$ cat src/rtl/reg_access_if.sv
// Bundles the issue, operand, register-file and writeback buses of reg_access.
// master drives the DUT inputs (decode/execute/RF side); slave is the reg_access side.
interface reg_access_if;
    logic        iss_valid;
    logic        iss_ready;
    logic        iss_rden1;
    logic [4:0]  iss_rs1;
    logic        iss_rden2;
    logic [4:0]  iss_rs2;
    logic        iss_wren;
    logic [4:0]  iss_rd;

    logic        op_valid;
    logic        op_ready;
    logic [31:0] op_rdata1;
    logic [31:0] op_rdata2;
    logic [4:0]  op_rd;

    logic        rf_rden1;
    logic [4:0]  rf_raddr1;
    logic [31:0] rf_rdata1;
    logic        rf_rden2;
    logic [4:0]  rf_raddr2;
    logic [31:0] rf_rdata2;
    logic        rf_wren;
    logic [4:0]  rf_waddr;
    logic [31:0] rf_wdata;

    logic        alu_wb_valid;
    logic [4:0]  alu_wb_addr;
    logic [31:0] alu_wb_data;

    logic        lng_wb_valid;
    logic        lng_wb_ready;
    logic [4:0]  lng_wb_addr;
    logic [31:0] lng_wb_data;

    modport master (
        output iss_valid, iss_rden1, iss_rs1, iss_rden2, iss_rs2, iss_wren, iss_rd,
        input  iss_ready,
        input  op_valid, op_rdata1, op_rdata2, op_rd,
        output op_ready,
        input  rf_rden1, rf_raddr1, rf_rden2, rf_raddr2, rf_wren, rf_waddr, rf_wdata,
        output rf_rdata1, rf_rdata2,
        output alu_wb_valid, alu_wb_addr, alu_wb_data,
        output lng_wb_valid, lng_wb_addr, lng_wb_data,
        input  lng_wb_ready
    );

    modport slave (
        input  iss_valid, iss_rden1, iss_rs1, iss_rden2, iss_rs2, iss_wren, iss_rd,
        output iss_ready,
        output op_valid, op_rdata1, op_rdata2, op_rd,
        input  op_ready,
        output rf_rden1, rf_raddr1, rf_rden2, rf_raddr2, rf_wren, rf_waddr, rf_wdata,
        input  rf_rdata1, rf_rdata2,
        input  alu_wb_valid, alu_wb_addr, alu_wb_data,
        input  lng_wb_valid, lng_wb_addr, lng_wb_data,
        output lng_wb_ready
    );
endinterface

$ cat src/rtl/reg_access.sv
// Operand fetch stage between decode and execute: RF reads with write forwarding,
// destination scoreboard, and a single write port shared by ALU and long-latency writebacks.
module reg_access #(
    parameter int LQ_DEPTH = 2
) (
    input  logic        clk,
    input  logic        rst,
    reg_access_if.slave bus
);
    localparam int            PW      = (LQ_DEPTH > 1) ? $clog2(LQ_DEPTH) : 1;
    localparam logic [PW:0]   CNT_MAX = LQ_DEPTH[PW:0];
    localparam logic [PW:0]   CNT_ONE = 1;
    localparam logic [PW-1:0] PTR_ONE = 1;

    logic [4:0]    lq_addr_q [LQ_DEPTH];
    logic [31:0]   lq_data_q [LQ_DEPTH];
    logic [PW-1:0] lq_wptr_q, lq_rptr_q;
    logic [PW:0]   lq_cnt_q, lq_cnt_d;
    logic [31:0]   busy_q, busy_d;
    logic          op_valid_q;
    logic [31:0]   op_rdata1_q, op_rdata2_q;
    logic [4:0]    op_rd_q;

    logic        lq_empty, lq_full, lq_push, lq_pop;
    logic        wr_sel, wr_en;
    logic [4:0]  wr_addr;
    logic [31:0] wr_data;
    logic        fwd1, fwd2;
    logic [31:0] opnd1, opnd2;
    logic        haz_rs1, haz_rs2, haz_rd;
    logic        iss_rdy, accept;
    logic [31:0] busy_clr, busy_set;

    assign lq_empty = (lq_cnt_q == '0);
    assign lq_full  = (lq_cnt_q == CNT_MAX);
    assign lq_push  = bus.lng_wb_valid && !lq_full;
    // ALU writeback owns the port whenever valid, even when its address is x0.
    assign lq_pop   = !bus.alu_wb_valid && !lq_empty;

    assign wr_sel  = bus.alu_wb_valid || !lq_empty;
    assign wr_addr = bus.alu_wb_valid ? bus.alu_wb_addr : lq_addr_q[lq_rptr_q];
    assign wr_data = bus.alu_wb_valid ? bus.alu_wb_data : lq_data_q[lq_rptr_q];
    assign wr_en   = !rst && wr_sel && (wr_addr != 5'd0);

    assign bus.rf_wren      = wr_en;
    assign bus.rf_waddr     = wr_addr;
    assign bus.rf_wdata     = wr_data;
    assign bus.lng_wb_ready = !lq_full;

    assign bus.rf_rden1  = bus.iss_valid && bus.iss_rden1;
    assign bus.rf_raddr1 = bus.iss_rs1;
    assign bus.rf_rden2  = bus.iss_valid && bus.iss_rden2;
    assign bus.rf_raddr2 = bus.iss_rs2;

    assign fwd1  = wr_en && (wr_addr == bus.iss_rs1) && (bus.iss_rs1 != 5'd0);
    assign fwd2  = wr_en && (wr_addr == bus.iss_rs2) && (bus.iss_rs2 != 5'd0);
    assign opnd1 = !bus.iss_rden1 ? 32'd0 : (fwd1 ? wr_data : bus.rf_rdata1);
    assign opnd2 = !bus.iss_rden2 ? 32'd0 : (fwd2 ? wr_data : bus.rf_rdata2);

    // A pending register whose write commits this cycle no longer blocks issue.
    assign haz_rs1 = bus.iss_rden1 && busy_q[bus.iss_rs1] && !(wr_en && wr_addr == bus.iss_rs1);
    assign haz_rs2 = bus.iss_rden2 && busy_q[bus.iss_rs2] && !(wr_en && wr_addr == bus.iss_rs2);
    assign haz_rd  = bus.iss_wren  && busy_q[bus.iss_rd]  && !(wr_en && wr_addr == bus.iss_rd);

    assign iss_rdy       = (!op_valid_q || bus.op_ready) && !(haz_rs1 || haz_rs2 || haz_rd);
    assign accept        = bus.iss_valid && iss_rdy;
    assign bus.iss_ready = iss_rdy;

    assign bus.op_valid  = op_valid_q;
    assign bus.op_rdata1 = op_rdata1_q;
    assign bus.op_rdata2 = op_rdata2_q;
    assign bus.op_rd     = op_rd_q;

    always_comb begin
        busy_clr  = wr_en ? (32'd1 << wr_addr) : 32'd0;
        busy_set  = (accept && bus.iss_wren && bus.iss_rd != 5'd0) ? (32'd1 << bus.iss_rd) : 32'd0;
        busy_d    = (busy_q & ~busy_clr) | busy_set;
        busy_d[0] = 1'b0;
    end

    always_comb begin
        lq_cnt_d = lq_cnt_q;
        case ({lq_push, lq_pop})
            2'b10:   lq_cnt_d = lq_cnt_q + CNT_ONE;
            2'b01:   lq_cnt_d = lq_cnt_q - CNT_ONE;
            default: lq_cnt_d = lq_cnt_q;
        endcase
    end

    always_ff @(posedge clk) begin
        if (rst) begin
            op_valid_q  <= 1'b0;
            op_rdata1_q <= 32'd0;
            op_rdata2_q <= 32'd0;
            op_rd_q     <= 5'd0;
            busy_q      <= 32'd0;
            lq_cnt_q    <= '0;
            lq_wptr_q   <= '0;
            lq_rptr_q   <= '0;
        end else begin
            if (accept) begin
                op_valid_q  <= 1'b1;
                op_rdata1_q <= opnd1;
                op_rdata2_q <= opnd2;
                op_rd_q     <= bus.iss_wren ? bus.iss_rd : 5'd0;
            end else if (bus.op_ready) begin
                op_valid_q  <= 1'b0;
            end
            busy_q   <= busy_d;
            lq_cnt_q <= lq_cnt_d;
            if (lq_push) lq_wptr_q <= lq_wptr_q + PTR_ONE;
            if (lq_pop)  lq_rptr_q <= lq_rptr_q + PTR_ONE;
        end
    end

    // Queue payload is plain storage; validity comes from the reset-cleared count.
    always_ff @(posedge clk) begin
        if (lq_push) begin
            lq_addr_q[lq_wptr_q] <= bus.lng_wb_addr;
            lq_data_q[lq_wptr_q] <= bus.lng_wb_data;
        end
    end
endmodule

$ cat src/flat_wrapper.sv
// flat-port wrapper written by rule: the top's interface ports become plain ports
module reg_access_flat 
#(
    parameter int LQ_DEPTH = 2
)
  (clk, rst, bus_iss_valid, bus_iss_rden1, bus_iss_rs1, bus_iss_rden2, bus_iss_rs2, bus_iss_wren, bus_iss_rd, bus_iss_ready, bus_op_valid, bus_op_rdata1, bus_op_rdata2, bus_op_rd, bus_op_ready, bus_rf_rden1, bus_rf_raddr1, bus_rf_rden2, bus_rf_raddr2, bus_rf_wren, bus_rf_waddr, bus_rf_wdata, bus_rf_rdata1, bus_rf_rdata2, bus_alu_wb_valid, bus_alu_wb_addr, bus_alu_wb_data, bus_lng_wb_valid, bus_lng_wb_addr, bus_lng_wb_data, bus_lng_wb_ready);
  reg_access_if bus_i ();
  input  logic clk;
  input  logic rst;
  input wire logic [$bits(bus_i.iss_valid)-1:0] bus_iss_valid;
  input wire logic [$bits(bus_i.iss_rden1)-1:0] bus_iss_rden1;
  input wire logic [$bits(bus_i.iss_rs1)-1:0] bus_iss_rs1;
  input wire logic [$bits(bus_i.iss_rden2)-1:0] bus_iss_rden2;
  input wire logic [$bits(bus_i.iss_rs2)-1:0] bus_iss_rs2;
  input wire logic [$bits(bus_i.iss_wren)-1:0] bus_iss_wren;
  input wire logic [$bits(bus_i.iss_rd)-1:0] bus_iss_rd;
  output wire logic [$bits(bus_i.iss_ready)-1:0] bus_iss_ready;
  output wire logic [$bits(bus_i.op_valid)-1:0] bus_op_valid;
  output wire logic [$bits(bus_i.op_rdata1)-1:0] bus_op_rdata1;
  output wire logic [$bits(bus_i.op_rdata2)-1:0] bus_op_rdata2;
  output wire logic [$bits(bus_i.op_rd)-1:0] bus_op_rd;
  input wire logic [$bits(bus_i.op_ready)-1:0] bus_op_ready;
  output wire logic [$bits(bus_i.rf_rden1)-1:0] bus_rf_rden1;
  output wire logic [$bits(bus_i.rf_raddr1)-1:0] bus_rf_raddr1;
  output wire logic [$bits(bus_i.rf_rden2)-1:0] bus_rf_rden2;
  output wire logic [$bits(bus_i.rf_raddr2)-1:0] bus_rf_raddr2;
  output wire logic [$bits(bus_i.rf_wren)-1:0] bus_rf_wren;
  output wire logic [$bits(bus_i.rf_waddr)-1:0] bus_rf_waddr;
  output wire logic [$bits(bus_i.rf_wdata)-1:0] bus_rf_wdata;
  input wire logic [$bits(bus_i.rf_rdata1)-1:0] bus_rf_rdata1;
  input wire logic [$bits(bus_i.rf_rdata2)-1:0] bus_rf_rdata2;
  input wire logic [$bits(bus_i.alu_wb_valid)-1:0] bus_alu_wb_valid;
  input wire logic [$bits(bus_i.alu_wb_addr)-1:0] bus_alu_wb_addr;
  input wire logic [$bits(bus_i.alu_wb_data)-1:0] bus_alu_wb_data;
  input wire logic [$bits(bus_i.lng_wb_valid)-1:0] bus_lng_wb_valid;
  input wire logic [$bits(bus_i.lng_wb_addr)-1:0] bus_lng_wb_addr;
  input wire logic [$bits(bus_i.lng_wb_data)-1:0] bus_lng_wb_data;
  output wire logic [$bits(bus_i.lng_wb_ready)-1:0] bus_lng_wb_ready;
  assign bus_i.iss_valid = bus_iss_valid;
  assign bus_i.iss_rden1 = bus_iss_rden1;
  assign bus_i.iss_rs1 = bus_iss_rs1;
  assign bus_i.iss_rden2 = bus_iss_rden2;
  assign bus_i.iss_rs2 = bus_iss_rs2;
  assign bus_i.iss_wren = bus_iss_wren;
  assign bus_i.iss_rd = bus_iss_rd;
  assign bus_iss_ready = bus_i.iss_ready;
  assign bus_op_valid = bus_i.op_valid;
  assign bus_op_rdata1 = bus_i.op_rdata1;
  assign bus_op_rdata2 = bus_i.op_rdata2;
  assign bus_op_rd = bus_i.op_rd;
  assign bus_i.op_ready = bus_op_ready;
  assign bus_rf_rden1 = bus_i.rf_rden1;
  assign bus_rf_raddr1 = bus_i.rf_raddr1;
  assign bus_rf_rden2 = bus_i.rf_rden2;
  assign bus_rf_raddr2 = bus_i.rf_raddr2;
  assign bus_rf_wren = bus_i.rf_wren;
  assign bus_rf_waddr = bus_i.rf_waddr;
  assign bus_rf_wdata = bus_i.rf_wdata;
  assign bus_i.rf_rdata1 = bus_rf_rdata1;
  assign bus_i.rf_rdata2 = bus_rf_rdata2;
  assign bus_i.alu_wb_valid = bus_alu_wb_valid;
  assign bus_i.alu_wb_addr = bus_alu_wb_addr;
  assign bus_i.alu_wb_data = bus_alu_wb_data;
  assign bus_i.lng_wb_valid = bus_lng_wb_valid;
  assign bus_i.lng_wb_addr = bus_lng_wb_addr;
  assign bus_i.lng_wb_data = bus_lng_wb_data;
  assign bus_lng_wb_ready = bus_i.lng_wb_ready;
  reg_access #(.LQ_DEPTH(LQ_DEPTH)) u_core (.clk(clk), .rst(rst), .bus(bus_i));
endmodule
$ cat config.mk
export PLATFORM = sky130hd
export DESIGN_NAME = reg_access_flat
export DESIGN_NICKNAME = d
export VERILOG_FILES = /design/src/rtl/reg_access_if.sv /design/src/rtl/reg_access.sv /design/src/flat_wrapper.sv
export SDC_FILE = /design/constraint.sdc
export NUM_CORES = 1
export LEC_CHECK = 0
export ABC_CLOCK_PERIOD_IN_PS = 11830
export CAP_MARGIN = 10
export CORE_AREA = 2 2 168 120
export DETAILED_ROUTE_END_ITERATION = 8
export DIE_AREA = 0 0 170 122
export GPL_TIMING_DRIVEN = 0
export PLACE_DENSITY = 0.87
export SYNTH_ARGS = -nofsm -noshare
export SYNTH_HDL_FRONTEND = slang
export SYNTH_SLANG_ARGS = --single-unit
$ cat constraint.sdc
create_clock -name clk -period 11.83 [get_ports clk]
set_input_delay 3.549 -clock clk [delete_from_list [all_inputs] [get_ports clk]]
set_output_delay 3.549 -clock clk [all_outputs]
set_load 0.1 [all_outputs]
==> impl_summary.log <==
[metrics] overall die height: 122 um
[metrics] max capacitance violation total: 0
[metrics] Startpoint Class: input pin
[metrics] critical path type: in -> out
[metrics] summed instance area of the synthesized netlist: 9800 um^2
[metrics] launching element of the worst setup path: bus_alu_wb_addr[2]
[metrics] detail-routed net length per standard cell: 23.0 um
[metrics] final global-route overflow total: 0
[metrics] Area Overhead vs Synth: 37.4%
[metrics] Routed Wire Length: 36100 um
[metrics] # port buffers: 274
[metrics] diodes inserted: 0
[metrics] hold slack final: 460 ps
[metrics] Final setup viols: 0
[metrics] CTS H-tree lvls: 4
[metrics] pwr dens: 162 nW/um^2
[metrics] Syn. warnings: 0
[metrics] DRC: 0
[metrics] sum of negative setup slack: 0 ps
[metrics] number of fill cells in the layout: 1476
[metrics] largest net degree at the start of global routing: 38
[metrics] Initial Util: 0.506
[metrics] endpoint of the lowest-slack register-to-register path: u_core.bus.op_rdata2[7]
[metrics] total via count after detailed routing: 9661
[metrics] post-cts resize count: 0
[metrics] I/O pins: 284
[metrics] combined area of the multi-input logic cells: 4870 um^2
[metrics] final estimated routing congestion in global placement: 0.937
[metrics] dominant register cell in the synthesized netlist: sky130_fd_sc_hd__dfxtp_1
[metrics] count of flip-flops with a built-in enable after synthesis: 74
[metrics] number of buffer and inverter instances along the worst setup path: 5
[metrics] buffers inserted during post-CTS setup optimization: 0
[metrics] clock tree from TritonCTS: built
[metrics] slowest CP cell: sky130_fd_sc_hd__clkdlybuf4s50_1
[metrics] number of nets with antenna violations after detailed routing: 0
[metrics] Detail Placement HPWL: 27500 um
[metrics] wire length of the first global-routing pass: 53600 um
[metrics] post-synth top area cell: sky130_fd_sc_hd__edfxtp_1
[metrics] r2r worst-path depth: 11
[metrics] register-to-register path setup slack: 8090 ps
[metrics] CP top delay family: buffers and inverters
[metrics] Worst VDD drop: 0.104 mV
[metrics] Post-synth ARST share: 0
[metrics] Core Area: 19400 um^2
[metrics] worst slew margin relative to its limit: 0.289
[metrics] Clk Tree Root Cell: sky130_fd_sc_hd__clkbuf_16
[metrics] share of synthesized area occupied by flip-flops and latches: 0.443
[metrics] average footprint of a synthesized cell: 9.68 um^2
[metrics] Crit path required time: 8280 ps
[metrics] data arrival time of the worst path: 7800 ps
[metrics] number of hold-repair buffers added at the cts stage: 0
[metrics] net count reported at finish: 1470
[metrics] period utilisation layout: 0.959
[metrics] endpoint of the most critical setup path: bus_iss_ready
[metrics] Worst Tran Pin Value: 1060 ps
[metrics] post-synthesis cell count: 1013
[metrics] Pre-Repair DR Iteration Count: 5
[metrics] Worst setup EP type: output port
[metrics] portion of synthesized cell area occupied by the leading cell type: 0.227
[metrics] FP Rows: 43
[metrics] total CTS buffers: 17
[metrics] worst-case clock skew: 17.8 ps
[metrics] Netlist cell types: 55
[metrics] Worst path most repeated cell: sky130_fd_sc_hd__clkdlybuf4s50_1
[metrics] initial antenna violation count: 1
[metrics] ratio of cells with drive above 1 in the final layout: 0.0750
[metrics] setup repair after global routing missed its margin: no
[metrics] total area of sequential cells: 4340 um^2
[metrics] list of cells traversed by the critical path: clkdlybuf4s50_1, nand2_1, o21ai_2, or2_2, o31ai_4, inv_2, a211oi_2, clkbuf_1, buf_2, nor3_1, clkdlybuf4s50_1
[metrics] register bit count reported by yosys: 180
[metrics] Max Transition Viols Final: 0
[metrics] outcome: finished clean
[metrics] Critical Path Stages: 11
[metrics] overall global routing resource usage: 0.344
[metrics] clk sink count: 180
[metrics] Synth Net Count: 1176
[metrics] clock buffer depth: 2
[metrics] Tightest Hold Check Type: reg -> reg
[metrics] count of final hold-check violations: 0
[metrics] clock-pin transition on the worst setup and hold timing paths: 70 ps
[metrics] clock latency at the later pin of the worst-skew pair: 450 ps
[metrics] ranking of synthesized cells by area: sky130_fd_sc_hd__edfxtp_1 23%, sky130_fd_sc_hd__dfxtp_1 22%, sky130_fd_sc_hd__mux2i_1 12%, sky130_fd_sc_hd__mux4_2 4.6%, sky130_fd_sc_hd__o21ai_0 4.0%
[metrics] Highest Clock Rate: 0.0881 GHz
[metrics] highest net fanout along the worst path: 10
[metrics] Die Outline Area: 20700 um^2
[metrics] max incr delay on CP: 990 ps
[metrics] Vias per Instance: 6.17
[metrics] Period minus WS final: 11350 ps
[metrics] vias in the first global route: 9208
[metrics] initial DRC count: 1220
[metrics] overall die width: 170 um
[metrics] leakage dissipation: 0.00492 uW
## power breakdown
group / internal, uW / switching, uW / leakage, uW / total, uW
logic: 240 / 627 / 0.00308 / 867
clock network: 284 / 287 / 0.000289 / 570
registers: 713 / 24.3 / 0.00155 / 738
## cell usage in the layout, fill, tap and decap left out, types with 5 or more instances in the layout
cell and n:
sky130_fd_sc_hd__clkbuf_16 17, sky130_fd_sc_hd__nand2_1 104, sky130_fd_sc_hd__clkdlybuf4s50_1 274, sky130_fd_sc_hd__a21boi_0 32, sky130_fd_sc_hd__nor2_1 50, sky130_fd_sc_hd__buf_2 6, sky130_fd_sc_hd__nand3_1 11, sky130_fd_sc_hd__xnor2_1 7
sky130_fd_sc_hd__o211ai_1 37, sky130_fd_sc_hd__o21ai_0 78, sky130_fd_sc_hd__o41ai_1 14, sky130_fd_sc_hd__nand2b_1 15, sky130_fd_sc_hd__mux4_2 20, sky130_fd_sc_hd__a21oi_1 36, sky130_fd_sc_hd__xor2_1 8, sky130_fd_sc_hd__buf_1 15
sky130_fd_sc_hd__inv_6 5, sky130_fd_sc_hd__nor2b_1 11, sky130_fd_sc_hd__buf_4 18, sky130_fd_sc_hd__nor3_1 70, sky130_fd_sc_hd__mux2i_1 117, sky130_fd_sc_hd__clkbuf_1 54, sky130_fd_sc_hd__inv_1 40, sky130_fd_sc_hd__dfxtp_1 106
sky130_fd_sc_hd__o21a_1 32, sky130_fd_sc_hd__edfxtp_1 74, sky130_fd_sc_hd__or4_1 6
## cell type report
class / instances / share of cell area
multi-input combinational: 697 / 0.362
sequential: 180 / 0.323
timing repair buffer: 275 / 0.205
buffer: 94 / 0.0323
clock buffer: 17 / 0.0316
tap: 247 / 0.0229
clock inverter: 15 / 0.0119
inverter: 42 / 0.0117
## flip-flops by register name, indices dropped and copies added, names as in the netlist, named ones only
register and cells:
u_core.lq_rptr_q 1, u_core.bus.op_rd 5, u_core.bus.op_rdata1 32, u_core.busy_q 31, u_core.bus.op_rdata2 32, u_core.lq_data_q 64
u_core.lq_cnt_q 2, u_core.lq_wptr_q 1, u_core.bus.op_valid 1, u_core.lq_addr_q 10
## Yosys cell counts (3+ instances only)
library cell,n
sky130_fd_sc_hd__mux2i_1,117
sky130_fd_sc_hd__dfxtp_1,106
sky130_fd_sc_hd__nand2_1,104
sky130_fd_sc_hd__o21ai_0,78
sky130_fd_sc_hd__edfxtp_1,74
sky130_fd_sc_hd__nor3_1,70
sky130_fd_sc_hd__clkbuf_1,54
sky130_fd_sc_hd__nor2_1,51
sky130_fd_sc_hd__inv_1,40
sky130_fd_sc_hd__o211ai_1,37
sky130_fd_sc_hd__a21oi_1,36
sky130_fd_sc_hd__a21boi_0,32
sky130_fd_sc_hd__o21a_1,32
sky130_fd_sc_hd__mux4_2,20
sky130_fd_sc_hd__buf_4,18
sky130_fd_sc_hd__buf_1,15
sky130_fd_sc_hd__nand2b_1,15
sky130_fd_sc_hd__o41ai_1,14
sky130_fd_sc_hd__nand3_1,11
sky130_fd_sc_hd__nor2b_1,11
sky130_fd_sc_hd__xor2_1,8
sky130_fd_sc_hd__xnor2_1,7
sky130_fd_sc_hd__buf_2,6
sky130_fd_sc_hd__or4_1,6
sky130_fd_sc_hd__mux2_2,4
sky130_fd_sc_hd__o31ai_1,4
sky130_fd_sc_hd__a31oi_1,3
sky130_fd_sc_hd__and2_1,3
sky130_fd_sc_hd__nand4_1,3
sky130_fd_sc_hd__o21ai_2,3
## worst min-delay path by stage
stage | slack (ps) | end | cells after the start | from
after floorplan | 470 | u_core.lq_cnt_q[1] | 2 | u_core.lq_cnt_q[1]
after global placement | 440 | u_core.bus.op_rdata2[15] | 2 | u_core.bus.op_rdata2[15]
after detailed placement | 450 | u_core.bus.op_rdata1[12] | 2 | u_core.bus.op_rdata1[12]
after CTS | 460 | u_core.bus.op_rdata1[12] | 2 | u_core.bus.op_rdata1[12]
after global routing | 470 | u_core.bus.op_rdata2[11] | 2 | u_core.bus.op_rdata2[11]
final | 460 | u_core.bus.op_rdata1[12] | 2 | u_core.bus.op_rdata1[12]
## stage by stage
stage	total power, uW	instances	area, um^2	setup slack [ps]	utilization
final	2180	1567	13500	483	0.695
after global routing	2230	1567	13500	420	0.695
after CTS	2160	1567	13500	573	0.695
after detailed placement	1600	1535	12900	608	0.665
after global placement	1580	1534	12900	608	0.664
after floorplan	1340	1013	9800	123	-
## worst min-delay path, delay by kind of cell, from the launching register on
kind | cells | cell delay, ps
DFF | 1 | 310
and+or+nand+nor | 1 | 50
muxes | 1 | 50
## kinds of logic (layout without fill, tap and decap cells)
family                     Yosys count  in the layout  synth area share
xor gates and xnor gates            15             15            0.0134
muxes                              143            143             0.173
adders and majority gates            1              1           0.00128
AOI/OAI and AO/OA                  254            254             0.173
and+or+nand+nor                    284            284             0.135
buffers and inverters              136            443            0.0605
DFF                                180            180             0.443
## routing by layer
metal  share of wire  track usage  vias up
li1                -            -     4260
met1            0.40        0.477     4631
met2            0.44        0.522      674
met3            0.13       0.0942       94
met4           0.029        0.118        2
met5         0.00030            0        -
Power figures use the tool's default switching activity.
